--- src/rtl/fetch_sequencer_if.sv ---
// fetch_sequencer_if: program-memory, redirect and issue signals of the fetch sequencer.
interface fetch_sequencer_if;
    logic       run;
    logic [7:0] pm_addr;
    logic [7:0] pm_data;
    logic       redirect_valid;
    logic [7:0] redirect_addr;
    logic       instr_valid;
    logic       instr_ready;
    logic [7:0] opcode;
    logic [7:0] op1;
    logic [7:0] op2;
    logic [1:0] instr_len;
    logic       illegal;
    modport master (
        input  run, pm_data, redirect_valid, redirect_addr, instr_ready,
        output pm_addr, instr_valid, opcode, op1, op2, instr_len, illegal
    );
    modport slave (
        output run, pm_data, redirect_valid, redirect_addr, instr_ready,
        input  pm_addr, instr_valid, opcode, op1, op2, instr_len, illegal
    );
endinterface

--- src/rtl/fetch_sequencer.sv ---
// fetch_sequencer: byte-serial variable-length instruction fetch with valid/ready issue and PC redirect.
// Define FETCH_JMP_FOLD_EN to resolve JMP inside the fetcher instead of issuing it.
module fetch_sequencer #(
    parameter logic [7:0] RESET_PC = 8'h00
) (
    input logic               clk,
    input logic               rst,
    fetch_sequencer_if.master fb
);
    typedef enum logic [1:0] {FETCH_OP, FETCH_B1, FETCH_B2, ISSUE} state_t;
    state_t     state, state_n;
    logic [7:0] pc, pc_n, opcode, opcode_n, op1, op1_n, op2, op2_n;
    logic [1:0] len, len_n, dec_len;
    logic       illegal, illegal_n, dec_illegal;
    always_comb begin
        dec_len     = 2'd1;
        dec_illegal = 1'b0;
        case (fb.pm_data)
            8'h00, 8'h12:        dec_len = 2'd1;
            8'h01, 8'h02, 8'h07: dec_len = 2'd2;
            8'h04, 8'h05, 8'h06: dec_len = 2'd3;
            default:             dec_illegal = 1'b1;
        endcase
    end
    always_comb begin
        state_n   = state;
        pc_n      = pc;
        opcode_n  = opcode;
        op1_n     = op1;
        op2_n     = op2;
        len_n     = len;
        illegal_n = illegal;
        case (state)
            FETCH_OP: if (fb.run) begin
                opcode_n  = fb.pm_data;
                op1_n     = 8'h00;
                op2_n     = 8'h00;
                len_n     = dec_len;
                illegal_n = dec_illegal;
                pc_n      = pc + 8'd1;
                state_n   = (dec_len == 2'd1) ? ISSUE : FETCH_B1;
            end
            FETCH_B1: begin
                op1_n   = fb.pm_data;
                pc_n    = pc + 8'd1;
                state_n = (len == 2'd2) ? ISSUE : FETCH_B2;
`ifdef FETCH_JMP_FOLD_EN
                if (opcode == 8'h07) begin
                    pc_n    = fb.pm_data;
                    state_n = FETCH_OP;
                end
`endif
            end
            FETCH_B2: begin
                op2_n   = fb.pm_data;
                pc_n    = pc + 8'd1;
                state_n = ISSUE;
            end
            ISSUE: state_n = fb.instr_ready ? FETCH_OP : ISSUE;
        endcase
        // A redirect wins over every other PC update and drops any partial fetch.
        if (fb.redirect_valid) begin
            pc_n    = fb.redirect_addr;
            state_n = FETCH_OP;
        end
    end
    always_ff @(posedge clk or posedge rst) begin
        if (rst) begin
            state   <= FETCH_OP;
            pc      <= RESET_PC;
            opcode  <= 8'h00;
            op1     <= 8'h00;
            op2     <= 8'h00;
            len     <= 2'd0;
            illegal <= 1'b0;
        end else begin
            state   <= state_n;
            pc      <= pc_n;
            opcode  <= opcode_n;
            op1     <= op1_n;
            op2     <= op2_n;
            len     <= len_n;
            illegal <= illegal_n;
        end
    end
    assign fb.pm_addr     = pc;
    assign fb.instr_valid = (state == ISSUE);
    assign fb.opcode      = opcode;
    assign fb.op1         = op1;
    assign fb.op2         = op2;
    assign fb.instr_len   = len;
    assign fb.illegal     = illegal;
endmodule
--- src/flat_wrapper.sv ---
// flat-port wrapper written by rule: the top's interface ports become plain ports
module fetch_sequencer_flat 
#(
    parameter logic [7:0] RESET_PC = 8'h00
)
  (clk, rst, fb_run, fb_pm_data, fb_redirect_valid, fb_redirect_addr, fb_instr_ready, fb_pm_addr, fb_instr_valid, fb_opcode, fb_op1, fb_op2, fb_instr_len, fb_illegal);
  fetch_sequencer_if fb_i ();
  input logic clk;
  input logic rst;
  input wire logic [$bits(fb_i.run)-1:0] fb_run;
  input wire logic [$bits(fb_i.pm_data)-1:0] fb_pm_data;
  input wire logic [$bits(fb_i.redirect_valid)-1:0] fb_redirect_valid;
  input wire logic [$bits(fb_i.redirect_addr)-1:0] fb_redirect_addr;
  input wire logic [$bits(fb_i.instr_ready)-1:0] fb_instr_ready;
  output wire logic [$bits(fb_i.pm_addr)-1:0] fb_pm_addr;
  output wire logic [$bits(fb_i.instr_valid)-1:0] fb_instr_valid;
  output wire logic [$bits(fb_i.opcode)-1:0] fb_opcode;
  output wire logic [$bits(fb_i.op1)-1:0] fb_op1;
  output wire logic [$bits(fb_i.op2)-1:0] fb_op2;
  output wire logic [$bits(fb_i.instr_len)-1:0] fb_instr_len;
  output wire logic [$bits(fb_i.illegal)-1:0] fb_illegal;
  assign fb_i.run = fb_run;
  assign fb_i.pm_data = fb_pm_data;
  assign fb_i.redirect_valid = fb_redirect_valid;
  assign fb_i.redirect_addr = fb_redirect_addr;
  assign fb_i.instr_ready = fb_instr_ready;
  assign fb_pm_addr = fb_i.pm_addr;
  assign fb_instr_valid = fb_i.instr_valid;
  assign fb_opcode = fb_i.opcode;
  assign fb_op1 = fb_i.op1;
  assign fb_op2 = fb_i.op2;
  assign fb_instr_len = fb_i.instr_len;
  assign fb_illegal = fb_i.illegal;
  fetch_sequencer #(.RESET_PC(RESET_PC)) u_core (.clk(clk), .rst(rst), .fb(fb_i));
endmodule
--- config.mk ---
export PLATFORM = sky130hd
export DESIGN_NAME = fetch_sequencer_flat
export DESIGN_NICKNAME = d
export VERILOG_FILES = /design/src/rtl/fetch_sequencer_if.sv /design/src/rtl/fetch_sequencer.sv /design/src/flat_wrapper.sv
export SDC_FILE = /design/constraint.sdc
export NUM_CORES = 1
export LEC_CHECK = 0
export ABC_AREA = 1
export BUFFER_PORTS_ARGS = -buffer_cell sky130_fd_sc_hd__buf_2
export CELL_PAD_IN_SITES_DETAIL_PLACEMENT = 0
export CELL_PAD_IN_SITES_GLOBAL_PLACEMENT = 1
export CORE_MARGIN = 2
export CORE_UTILIZATION = 36
export DETAILED_ROUTE_END_ITERATION = 12
export PLACE_DENSITY = 0.74
export SETUP_SLACK_MARGIN = 0.3
export SYNTH_ARGS = -nofsm -noshare
export SYNTH_HDL_FRONTEND = slang
export SYNTH_SLANG_ARGS = --single-unit
--- constraint.sdc ---
create_clock -name clk -period 1.89 [get_ports clk]
set_input_delay 0.378 -clock clk [delete_from_list [all_inputs] [get_ports clk]]
set_output_delay 0.378 -clock clk [all_outputs]
set_load 0.03 [all_outputs]
Word level (Yosys, flattened, before mapping)
Index checks and enable logic that the tools add are counted.
{ "totals": {"register_bits": 37, "latch_bits": 0, "mem_bits_rw": 0, "romBits": 0, "inputBits": 21, "out_inout_bits": 36, "wordCells": 49, "memories": 0} }
{ "classes": {"addsub": 1, "n_mul": 0, "div_mod_pow": 0, "order_cmp": 0, "eq_ne": 14, "shift": 0, "muxes": 14, "n_bitwise": 0, "n_reduce_logical": 13} }
{ "op_table": {"columns": ["cell", "n"], "rows": [
  ["$pmux W8 S2", 3],
  ["$eq A8 B3 Y1 const B", 4],
  ["$mux W8", 3],
  ["$add A8 B1 Y8 const B", 1],
  ["$eq A8 B1 Y1 const B", 1],
  ["$eq A8 B2 Y1 const B", 1],
  ["$eq A8 B5 Y1 const B", 1],
  ["$logic_not A8 Y1", 1],
  ["$mux W2", 4],
  ["$pmux W2 S4", 1],
  ["$reduce_and A2 Y1", 4],
  ["$reduce_or A8 Y1", 1],
  ["$eq A2 B2 Y1 const B", 3],
  ["$reduce_or A3 Y1", 2],
  ["$eq A2 B1 Y1 const B", 2],
  ["$pmux W2 S2", 1],
  ["$reduce_bool A2 Y1", 2],
  ["$ne A3 B3 Y1 const B", 1],
  ["$reduce_bool A3 Y1", 1],
  ["$logic_not A2 Y1", 1],
  ["$mux W1", 2],
  ["$ne A2 B2 Y1 const B", 1],
  ["$reduce_or A2 Y1", 1]
]} }

Logic depth before layout (Yosys ltp)
{ "logic_depth": {"depth_word": 8, "mapped_depth": 10, "ltp_nobuf": 10} }

Worst setup path before layout
No wires, ideal clock.
{ "synth_path": {"path_type": "register -> register", "startpoint": "register u_core.state[0]", "endpoint": "register u_core.pc[5], in the netlist u_core.fb.pm_addr[5]", "setup_ps": 113, "arrival_time_ps": 1234, "required_ps": 1777, "setup_slack_ps": 543, "stages_incl_launch_ff": 10, "n_path_buf": 0, "synth_period_minus_slack_ps": 1347, "path_cell_list": "dfrtp_1 -> inv_1 -> ha_1 -> nand2_2 -> nand3_4 -> inv_4 -> nor2_1 -> nand2_1 -> nand2_1 -> inv_1"} }
{ "synth_via": {"elab_chain_len": 4, "elab_cells_between_ends": 9, "cone_classes": "3 x eq/ne; 2 x mux; 4 x reduce/logical"} }
{ "synth_rtl": {"columns": ["item", "line_no", "text"], "rows": [
  ["from (decl)", "fetch_sequencer.sv:11", "state_t state, state_n;"],
  ["from (signal assigned)", "fetch_sequencer.sv:77", "state <= state_n;"],
  ["$eq A2 B1 Y1 or $eq A2 B2 Y1 (tied branches)", "fetch_sequencer.sv:33", "case (state)"],
  ["$reduce_or A2 Y1 (no line)", null, null],
  ["$pmux W8 S2 or $reduce_bool A3 Y1 (tied branches)", null, null],
  ["$mux W8 or $reduce_and A2 Y1 (tied branches)", null, null],
  ["to (signal assigned)", "fetch_sequencer.sv:78", "pc <= pc_n;"],
  ["to (decl)", "fetch_sequencer.sv:12", "logic [7:0] pc, pc_n, opcode, opcode_n, op1, op1_n, op2, op2_n;"]
]} }
Parallel ways exist; a longest one is shown, timed or not.
A chain may end at the register's enable or synchronous reset.

Final worst setup path
{ "layout_path": {"startpoint": "register u_core.state[0]", "endpoint": "output fb_instr_valid"} }
{ "layout_via": {"elab_chain_len": 1} }
{ "layout_rtl": {"columns": ["item", "line_no", "text"], "rows": [
  ["$eq A2 B2 Y1", "fetch_sequencer.sv:87", "assign fb.instr_valid = (state == ISSUE);"],
  ["to (decl)", "flat_wrapper.sv:16", "output wire logic [$bits(fb_i.instr_valid)-1:0] fb_instr_valid;"]
]} }
Every way passes these cells.

==> impl_metrics.ini <==
[status]
outcome = finished, final reports clean

[clock_tree]
clk_latency_ps = 290
cts-root-buf = clkbuf_8
clock_path_buffers = 2
cts_tree = done
clock_sinks = 37
clkSlewWorstSetupHoldPaths_ps = 80
cts_buffers = 5
cts_resized = 0
postCtsSetupBuffers = 0
ctsHtreeMaxLevel = 2
cts_hold_buf = 0

[timing]
max_freq_ghz = 0.678
slew_violations = 0
slew_headroom_pct = 68.5
period_share_pct = 78.0
tightestPinTransition_ps = 473
finClkSkew_ps = 10.3
hold_violations = 0
rsz0062_at_grt = no
finalSetupViolCount = 0
fin_crit_ps = 1470
fin_tns_setup_ps = 0

[global_route]
use_met2_pct = 24.4
grt_pass1_wl_um = 7020
grt_pass1_vias = 1475
overflow = 0
grt_max_degree = 38
grt_use_met1_pct = 24.8
grt_use_met3_pct = 3.61
antenna_found_initial = 0
grt_usage_pct = 16.6
grt.busiest_layer = met1

[detailed_routing]
routedWlPerCell_um = 12.2
avgViaCountPerCell = 4.49
ant_nets = 0
drc_errors = 0
via_count = 1608
drt_iter0_drc = 75
drt-total-wl_um = 4360
firstDrtPassIters = 4

[final_layout]
diodes = 0
fill_cells = 508
syn2layout_area_growth_pct = 27.8
drive_gt1_share_pct = 27.5
multiInputGateArea_um2 = 751
final_core_util_pct = 48.7
nNetsFinal = 316
area.sequential_um2 = 926

[setup_path]
crit_required_ps = 1510
ff2ff_path_depth = 7
crit_arrival_ps = 1100
crit_type = flip-flop to primary output
worst_setup_path_end_kind = primary output
crit_path_start_kind = flip-flop
path_max_fanout = 4

[floorplanning]
die_area_um2 = 5650
coreArea_um2 = 4790
start_util_pct = 38.1
die_h_um = 75.1
rows = 25
pin_count = 57
die_w_um = 75.1

[yosys]
synth_top_area_share_pct = 50.8
syn_area_um2 = 1820
syn_nets = 253
synth_seq_cells = 37
yosysTopAreaCell = dfrtp_1
synth_area_leaders = dfrtp_1, nand2_1, o21ai_0, inv_1, nand3_1
netlist_instances = 227
synth_cell_types = 23
yosys_warnings = 0
synth_seq_area_share_pct = 50.8
syn_avg_cell_area_um2 = 8.03

[worst_hold_path]
hp-class = input pin to async pin

[pwr]
leakagePower_nw = 1.26
powerDensity_nw_per_um2 = 1910
max-vdd-ir-drop_uv = 901

[place]
place.gp.congestion = 0.810
numPortBuffers = 56
dp.final_hpwl_um = 3230

[run]
drv_cap = 0
==> power breakdown <==
group          internal, W  switching [W]
combinational     0.000687        0.00159
clock             0.000429       0.000290
sequential         0.00117       0.000281
total              0.00229        0.00216
==> registers in the layout, summed over array words and instances, names as in the netlist <==
signal	count
u_core.fb.op1	8
u_core.fb.op2	8
u_core.fb.opcode	8
u_core.fb.pm_addr	8
u_core.fb.instr_len	2
u_core.state	2
u_core.fb.illegal	1
==> critical path, stage by stage (launching register included) <==
cell	delay, ps
dfrtp_1	410
ha_1	220
buf_2	180
==> cell usage after synthesis, drive strengths merged <==
master,number
nand2,59
xor2,2
o22ai,7
nor3,1
buf,3
a21oi,1
inv,36
dfrtp,37
o21ai,34
ha,5
a22oi,1
nor2,20
xnor2,1
clkbuf,1
nand3,16
a31oi,2
nand3b,1
==> stage by stage <==
| stage | instances | instance area (um^2) | hold slack (ps) | setup WS [ps] | total power [W] |
|---|---|---|---|---|---|
| 5_1_grt | 358 | 2330 | 219 | 337 | 0.00480 |
| 3_3_place_gp | 350 | 2200 | 464 | 418 | 0.00372 |
| 3_5_place_dp | 350 | 2200 | 473 | 355 | 0.00375 |
| 2_1_floorplan | 227 | 1820 | 523 | 543 | 0.00305 |
| 4_1_cts | 358 | 2320 | 214 | 359 | 0.00447 |
| 6_report | 358 | 2330 | 187 | 416 | 0.00445 |
==> final timing paths <==
kind / slack [ps] / endpoint / from
worst max-delay path: 420 / fb_instr_valid / u_core.state[0]
worst min-delay path: 190 / u_core.fb.op2[5] / rst
worst max register to register: 450 / u_core.fb.instr_len[0] / u_core.state[1]
worst min register to register: 490 / u_core.fb.opcode[0] / u_core.fb.opcode[0]
max in group asynchronous: 1360 / u_core.fb.pm_addr[7] / rst
min in group clk: 350 / u_core.fb.pm_addr[1] / fb_redirect_addr[1]
==> layer usage <==
layer / vias up / wire (um) / share of wire (%)
li1: 851 / - / -
met2: 35 / 1900 / 43
met4: 0 / 31 / 0.71
met1: 718 / 2210 / 51
met3: 4 / 221 / 5.1
met5: - / 0 / 0
==> layout make-up <==
| cell class | count | area share, % |
|---|---|---|
| Clock buffer | 6 | 3.55 |
| Multi-Input combinational cell | 150 | 32.2 |
| Clock inverter | 2 | 1.61 |
| Tap cell | 67 | 3.60 |
| Sequential cell | 37 | 39.8 |
| Timing Repair Buffer | 60 | 13.3 |
| Inverter | 36 | 5.91 |
==> logic make-up after synthesis <==
kind of cell | Yosys count | synth area share (%)
flip-flops | 37 | 50.8
buffers and inverters | 40 | 8.59
XOR/XNOR | 3 | 1.44
adder cells (fa/ha/maj) | 5 | 3.43
AND/OR/NAND/NOR | 97 | 22.6
AO/OA/AOI/OAI | 45 | 13.1
==> placed cells by master (no fill, tap or decap), drive strengths merged <==
cell type and instances:
dfrtp 37, nor2 20, bufinv 1, o22ai 7, xor2 2, nor3 1
a31oi 2, clkbuf 6, a21oi 1, nand2 59, clkinvlp 1, a22oi 1
nand3b 1, o21ai 34, ha 5, buf 60, inv 36, xnor2 1
nand3 16
(Power assumes the default switching activity.)
